[config.mk]
export PLATFORM = sky130hd
export DESIGN_NAME = hlsm_operand_sequencer
export DESIGN_NICKNAME = d
export VERILOG_FILES = /design/src/rtl/hlsm_operand_sequencer.sv
export SDC_FILE = /design/constraint.sdc
export NUM_CORES = 2
export LEC_CHECK = 0
export BUFFER_PORTS_ARGS = -buffer_cell sky130_fd_sc_hd__buf_2
export CAP_MARGIN = 30
export CORE_AREA = 2 2 462 464
export CTS_BUF_LIST = sky130_fd_sc_hd__clkbuf_4
export CTS_CLUSTER_DIAMETER = 50
export DETAILED_ROUTE_END_ITERATION = 10
export DIE_AREA = 0 0 464 466
export PLACE_DENSITY = 0.46
export SLEW_MARGIN = 5
export SYNTH_ARGS = -nofsm -noshare
export SYNTH_HDL_FRONTEND = slang
export SYNTH_SLANG_ARGS = --single-unit
[constraint.sdc]
create_clock -name Clk -period 3.35 [get_ports Clk]
set_input_delay 0.1675 -clock Clk [delete_from_list [all_inputs] [get_ports Clk]]
set_output_delay 0.1675 -clock Clk [all_outputs]
set_load 0.1 [all_outputs]
[src/rtl/hlsm_operand_sequencer.sv]
// Operand feeder and result collector for the 34-operand HLSM adder.
// Serial words become a stable parallel bus; one Start per job; the result is returned on a valid/ready port.
module hlsm_operand_sequencer #(
  parameter int NUM_OPS     = 34,
  parameter int DATA_W      = 32,
  parameter int TIMEOUT_CYC = 255,
  parameter int DRAIN_CYC   = 40
) (
  input  logic                      Clk,
  input  logic                      Rst,
  input  logic                      in_valid,
  input  logic [DATA_W-1:0]         in_data,
  output logic                      in_ready,
  output logic [NUM_OPS*DATA_W-1:0] op_bus,
  output logic                      hlsm_start,
  input  logic                      hlsm_done,
  input  logic [DATA_W-1:0]         hlsm_final,
  output logic                      out_valid,
  output logic [DATA_W-1:0]         out_data,
  input  logic                      out_ready,
  output logic                      busy,
  output logic                      timeout_err
);

  localparam int IDX_W = $clog2(NUM_OPS);
  localparam int RUN_W = $clog2(TIMEOUT_CYC + 1);
  localparam int DRN_W = $clog2(DRAIN_CYC + 1);

  typedef enum logic [1:0] {LOAD, START, RUN, OUT} state_t;

  state_t            state;
  logic [IDX_W-1:0]  idx;
  logic [RUN_W-1:0]  run_cnt;
  logic [DRN_W-1:0]  drain_cnt;

  // Start fires in the single START cycle where the HLSM is known to be drained.
  assign in_ready   = (state == LOAD);
  assign busy       = (state != LOAD);
  assign hlsm_start = (state == START) && (drain_cnt == '0);

  always_ff @(posedge Clk) begin
    if (Rst) begin
      state       <= LOAD;
      op_bus      <= '0;
      idx         <= '0;
      run_cnt     <= '0;
      drain_cnt   <= DRN_W'(DRAIN_CYC);
      out_valid   <= 1'b0;
      out_data    <= '0;
      timeout_err <= 1'b0;
    end else begin
      if (drain_cnt != '0)
        drain_cnt <= drain_cnt - 1'b1;

      case (state)
        LOAD: begin
          if (in_valid) begin
            op_bus[int'(idx)*DATA_W +: DATA_W] <= in_data;
            if (idx == IDX_W'(NUM_OPS - 1)) begin
              idx   <= '0;
              state <= START;
            end else begin
              idx <= idx + 1'b1;
            end
          end
        end

        START: begin
          if (drain_cnt == '0) begin
            run_cnt <= '0;
            state   <= RUN;
          end
        end

        // op_bus is frozen here; done takes priority over an expiring timeout.
        RUN: begin
          run_cnt <= run_cnt + 1'b1;
          if (hlsm_done) begin
            out_data  <= hlsm_final;
            out_valid <= 1'b1;
            state     <= OUT;
          end else if (run_cnt == RUN_W'(TIMEOUT_CYC - 1)) begin
            timeout_err <= 1'b1;
            drain_cnt   <= DRN_W'(DRAIN_CYC);
            state       <= LOAD;
          end
        end

        OUT: begin
          if (out_ready) begin
            out_valid <= 1'b0;
            state     <= LOAD;
          end
        end

        default: state <= LOAD;
      endcase
    end
  end

endmodule

* Word level (Yosys, flattened, before mapping) *
Cells that the tools add are included.

operators by class
  add/sub/neg operators = 4
  equality and inequality tests = 11
  shifts and indexed selects = 2
  multiplexer cells = 18
  bitwise operators = 1
  reductions and logical operators = 13

operator list
  kind                                                                         number
  1088-bit bitwise mux                                                         1
  32-bit by 33-bit variable shift with 1088-bit output (first input constant)  1
  32-bit by 33-bit variable part select with 1088-bit output                   1
  11-bit negation with 33-bit output                                           1
  6-bit two-way mux                                                            5
  8-bit one-hot mux with 2 select lines                                        1
  2-bit two-way mux                                                            6
  8-bit by 1-bit adder with 8-bit output (second input constant)               1
  8-bit == test (second input constant)                                        1
  8-bit two-way mux                                                            1
  2-bit one-hot mux with 4 select lines                                        1
  6-bit by 1-bit adder with 6-bit output (second input constant)               1
  6-bit == test (second input constant)                                        1
  6-bit logical NOT                                                            1
  2-bit inequality test (second input constant)                                3
  2-bit AND reduction                                                          3
  3-bit AND reduction                                                          2
  2-bit nonzero test                                                           3
  6-bit nonzero test                                                           1
  6-bit by 1-bit subtractor with 6-bit output (second input constant)          1
  5-bit AND reduction                                                          1
  2-bit == test (second input constant)                                        2
  2-bit by 1-bit inequality test with 1-bit output (second input constant)     2
  3-bit inequality test (second input constant)                                1
  6 further kinds                                                              7

storage, ports and cells
  register bits after elaboration = 1144
  input port bits = 69
  output and inout bits = 1125
  logic and storage cells = 57

* Depth between registers and ports, before layout *
  depth after elaboration = 5
  mapped depth = 14
  depth with buffers taken out = 8

* Worst setup path before layout *
OpenSTA, ideal clock, no wires.

  kind = register to register
  from = register idx[3]
  to = register op_bus[390]
  library setup time = 0.116 ns
  arrival = 3.318 ns
  data required time = 3.234 ns
  setup slack = -0.084 ns
  cell stages (with the launch flop) = 13
  buffers on the path = 5
  clock period less this slack = 3.434 ns
  cells stage by stage = dfxtp_1 > clkbuf_1 > clkbuf_1 > buf_2 > nor3_1 > ha_1 > nor4bb_1 > buf_2 > nand3_1 > nor3_1 > clkbuf_1 > nor3b_1 > a31o_2

on the way
  cells in the longest elaborated chain, start to end = 3
  elaborated cells on any way between the ends = 4
  classes of those cells = add/sub: 1; shift: 2; mux: 1

RTL lines
  element                                                                                                                                    RTL line  text
  start: declaration                                                                                                                         32        logic [IDX_W-1:0] idx;
  start signal: assignment                                                                                                                   63        idx <= idx + 1'b1;
  11-bit negation with 33-bit output *                                                                                                       58        op_bus[int'(idx)*DATA_W +: DATA_W] <= in_data;
  32-bit by 33-bit variable part select with 1088-bit output / 32-bit by 33-bit variable shift with 1088-bit output (equally long branches)  58
  1088-bit bitwise mux *                                                                                                                     58
  end signal: indexed assignment                                                                                                             58
  end: declaration                                                                                                                           14        output logic [NUM_OPS*DATA_W-1:0] op_bus,

Mark *: on every way between the ends. The rest lies on a longest branch, timed or not.
A chain may end at the register's enable or synchronous reset.

* Worst setup path in the final report *
  from = register idx[0]
  to = register op_bus[997]

The elaborated chain is that of the path after synthesis.

==> flow_summary_export.csv <==
group,metric,value,unit
final_layout,final_common_cell,"buf_2",
critical_path,crit_required,4.58,ns
power_and_ir_drop,swShare,28.41,%
cts,clk-insertion-delay-late,1.29,ns
synth,yosysUniqueCellTypes,72,
cts,cts-root-buf,"clkbuf_4",
critical_path,cp_top_family,"buffers and inverters",
floorplanning,core-area,211200,µm²
placement,port_buffers,1193,
final_layout,nets,6162,
critical_path,timing.rr.start,"idx[0]$_SDFFE_PP0P_",
timing,fin_skew,0.1049,ns
synth,synth_nets,4735,
critical_path,arrival,4.40,ns
synth,synth_warnings,0,
synth,syn_inst,4658,
timing,slew_violations,0,
global_routing,grt_pass1_vias,42280,
status,outcome,"complete, no violations",
final_layout,seqCellArea,22900,µm²
flow_run,cap_violations,0,
synth,synth_top_area_share,53.97,%
timing,setup_viol,0,
floorplanning,die_h,466,µm
global_routing,gr-usage-all-layers,22.80,%
global_routing,grt_max_degree,168,
placement,dp_slack,0.1273,ns
critical_path,cp-end-kind,"flip-flop",
timing,fin_ws,0.1830,ns
floorplanning,start_util,20.09,%
power_and_ir_drop,pwr-share-comb,8.6,%
final_layout,drive_above_1_share,34.77,%
timing,post-route-period-util,94.54,%
synth,synth_edf_count,0,
timing,rsz0062_at_grt,"no",
cts,cts_buffer_depth,4,
final_layout,fill_cells,22690,
global_routing,overflow,0,
routing,postRouteAntennaNets,0,
timing,max_slew_margin,31.68,%
synth,ys_seq_area_share,53.97,%
cts,cts-htree-levels,5,
floorplanning,rows,169,
power_and_ir_drop,p_seq_share,45.4,%
synth,syn_area,42430,µm²
cts,cts_tree,"built",
critical_path,cp_slowest_cell,"dlygate4sd3_1",
power_and_ir_drop,clkPwrFrac,46.1,%
final_layout,multi_input_area,17800,µm²
routing,viasPerCell,4.873,
power_and_ir_drop,internal_power,21.54,mW
placement,dp_hpwl,166300,µm
synth,async_flop_share,0,%
synth,synth_area_leader_cell,"dfxtp_1",
routing,dr_total_vias,44680,
synth,synthTopCellsByArea,"dfxtp_1 54%, nand2_1 6.2%, a22o_1 4.5%",
synth,ys_ff_latch,1144,
global_routing,antenna_found_initial,54,
critical_path,path_max_fanout,33,
global_routing,grt_pass1_wl,348700,µm
power_and_ir_drop,power.density,502.1,nW/µm²
final_layout,synthToLayoutAreaGrowth,41.22,%
critical_path,cp_common_cell,"buf_4",
timing,finalHoldViolCount,0,
routing,first_iter_violations,4127,
placement,gp_congestion,0.8445,
floorplanning,io_pins,1194,
timing,fin_crit,3.167,ns
routing,wire_per_inst,28.41,µm
min_path,hp-class,"input port to flip-flop",
power_and_ir_drop,irDropWorstVdd,0.0003238,V
cts,numCtsBuffers,345,
synth,syn_area_per_cell,9.110,µm²
timing,tightestPinTransition,1.025,ns
floorplanning,die_area,216200,µm²
critical_path,max_stage_delay,0.57,ns
final_layout,final_util,28.37,%
routing,dr.pass1.iters,6,
final_layout,final_cell_mix,"1160 x buf_2, 1144 x dfxtp_1, 698 x nand2_1, 513 x clkbuf_4, 337 x nand3_1",
critical_path,crit_path_start,"idx[0]$_SDFFE_PP0P_",
cts,clk_pin_slew_worst_paths,0.06,ns
critical_path,cp_num_buf_inv,4,
power_and_ir_drop,p_sw,8.548,mW
cts,cts.sinks,1144,
power_and_ir_drop,power_leakage,25.01,nW
routing,drc,0,
critical_path,start_kind,"flip-flop",
routing,drt-total-wl,260500,µm
min_path,hp-start,"hlsm_done",
synth,synth-main-ff-cell,"dfxtp_1",
critical_path,path_cells,"or3_1, nor3_1, ha_1, nor4bb_1, buf_4, o211ai_1, buf_4, nor3_2, buf_12, nand3_1, dlygate4sd3_1, a21oi_1",
floorplanning,die_w,464,µm
critical_path,critPathKind,"flip-flop to flip-flop",
timing,fmax,315.8,MHz
==> metal layers <==
layer	global-route usage [%]	part of all wire [%]	up-vias
met5	0	0.021	-
met4	10.00	4.5	8
met3	7.554	9.3	493
met2	36.64	46	2331
met1	27.65	41	21990
li1	-	-	19850
==> sequential cells by signal (all words and copies together), names as in the netlist <==
signal	count
op_bus	1088
out_data	32
run_cnt	8
drain_cnt	6
idx	6
state	2
out_valid	1
timeout_err	1
==> final timing paths <==
path                                    end  slack [ns]  cells after the start
hold / removal     timeout_err$_SDFFE_PP0P_        0.19                      6
setup reg to reg   op_bus[997]$_SDFFE_PP0P_        0.18                     12
hold reg to reg   op_bus[1012]$_SDFFE_PP0P_        0.45                      2
setup / recovery   op_bus[997]$_SDFFE_PP0P_        0.18                     12
==> power groups by stage <==
stage | Clock (mW) | Combinational, mW | Sequential (mW)
2_1_floorplan | 0 | 0.868 | 14.1
3_3_place_gp | 0 | 2.21 | 14.0
3_5_place_dp | 0 | 2.22 | 14.0
4_1_cts | 14.3 | 2.54 | 13.7
5_1_grt | 15.0 | 2.66 | 13.6
6_report | 13.9 | 2.57 | 13.7
==> metrics by stage <==
step	cells	instance area, µm²	TNS, ns	hold slack [ns]	power (mW)
floorplan	4658	42430	-4.285	0.3035	14.94
global placement	8285	52370	0	0.4139	16.17
detailed placement	8286	52390	0	0.4170	16.18
CTS	9139	59720	0	0.02905	30.48
global route	9157	59900	0	0.09669	31.35
finish	9168	59920	0	0.1895	30.09
==> cell families (layout without fill, tap and decap cells) <==
| group | after synthesis | after routing | synth area share, % |
|---|---|---|---|
| AOI/OAI and AO/OA | 1248 | 1248 | 20.34 |
| xor gates and xnor gates | 23 | 23 | 0.4924 |
| adders and majority gates | 8 | 8 | 0.2359 |
| buffers and inverters | 579 | 2244 | 5.269 |
| DFF | 1144 | 1144 | 53.97 |
| muxes | 36 | 36 | 0.8551 |
| other | 0 | 23 | 0 |
| and+or+nand+nor | 1620 | 1621 | 18.84 |
==> cells in the mapped netlist, types with 3 or more instances <==
cell type,n
nor4_1,10
nand4_1,176
and2_1,8
or4_1,3
o21ai_0,251
mux2i_1,34
o211ai_1,67
and3_1,5
nand2b_1,5
inv_1,13
buf_6,5
xor2_1,9
nor3_1,57
or2_2,3
a32oi_1,34
clkbuf_1,508
nor4_2,5
o31ai_1,127
nor4bb_1,3
buf_2,20
and4_1,4
a22o_1,220
dfxtp_1,1144
nor3b_1,160
xnor2_1,13
nand2_1,702
a211oi_1,6
nand3_1,341
a21oi_1,278
nor2b_1,11
o21ai_1,16
ha_1,8
buf_1,31
or3_1,37
a31o_1,25
a31o_2,164
a21o_1,4
nor2_1,75
o41ai_1,33
==> timing repair <==
item / 4_1_cts / 5_1_grt
endpoints found under the setup margin: 1 / 84
gates resized for setup: 1 / 11
hold buffers: 267 / 0
pin swaps: 0 / 2
gates cloned: 0 / 3
setup buffers: 0 / 1
endpoints found under the hold margin: 1144 / 0
==> tightest hold or removal path, stage by stage <==
cell	delay, ns
dlygate4sd3_1	0.56
buf_2	0.32
nand3b_1	0.16
nor3_1	0.08
nand2_1	0.11
a21oi_1	0.07
==> final cells by class <==
class / count / area share, %
well taps: 2821 / 5.890
repair buffers: 1643 / 18.85
diodes: 23 / 0.09605
clock buffers: 513 / 6.427
flip-flops and latches: 1144 / 38.22
clock inverters: 73 / 0.7099
multi-input cells: 2936 / 29.70
inverters: 15 / 0.1065
No activity file was read; power rests on OpenSTA's default activity.
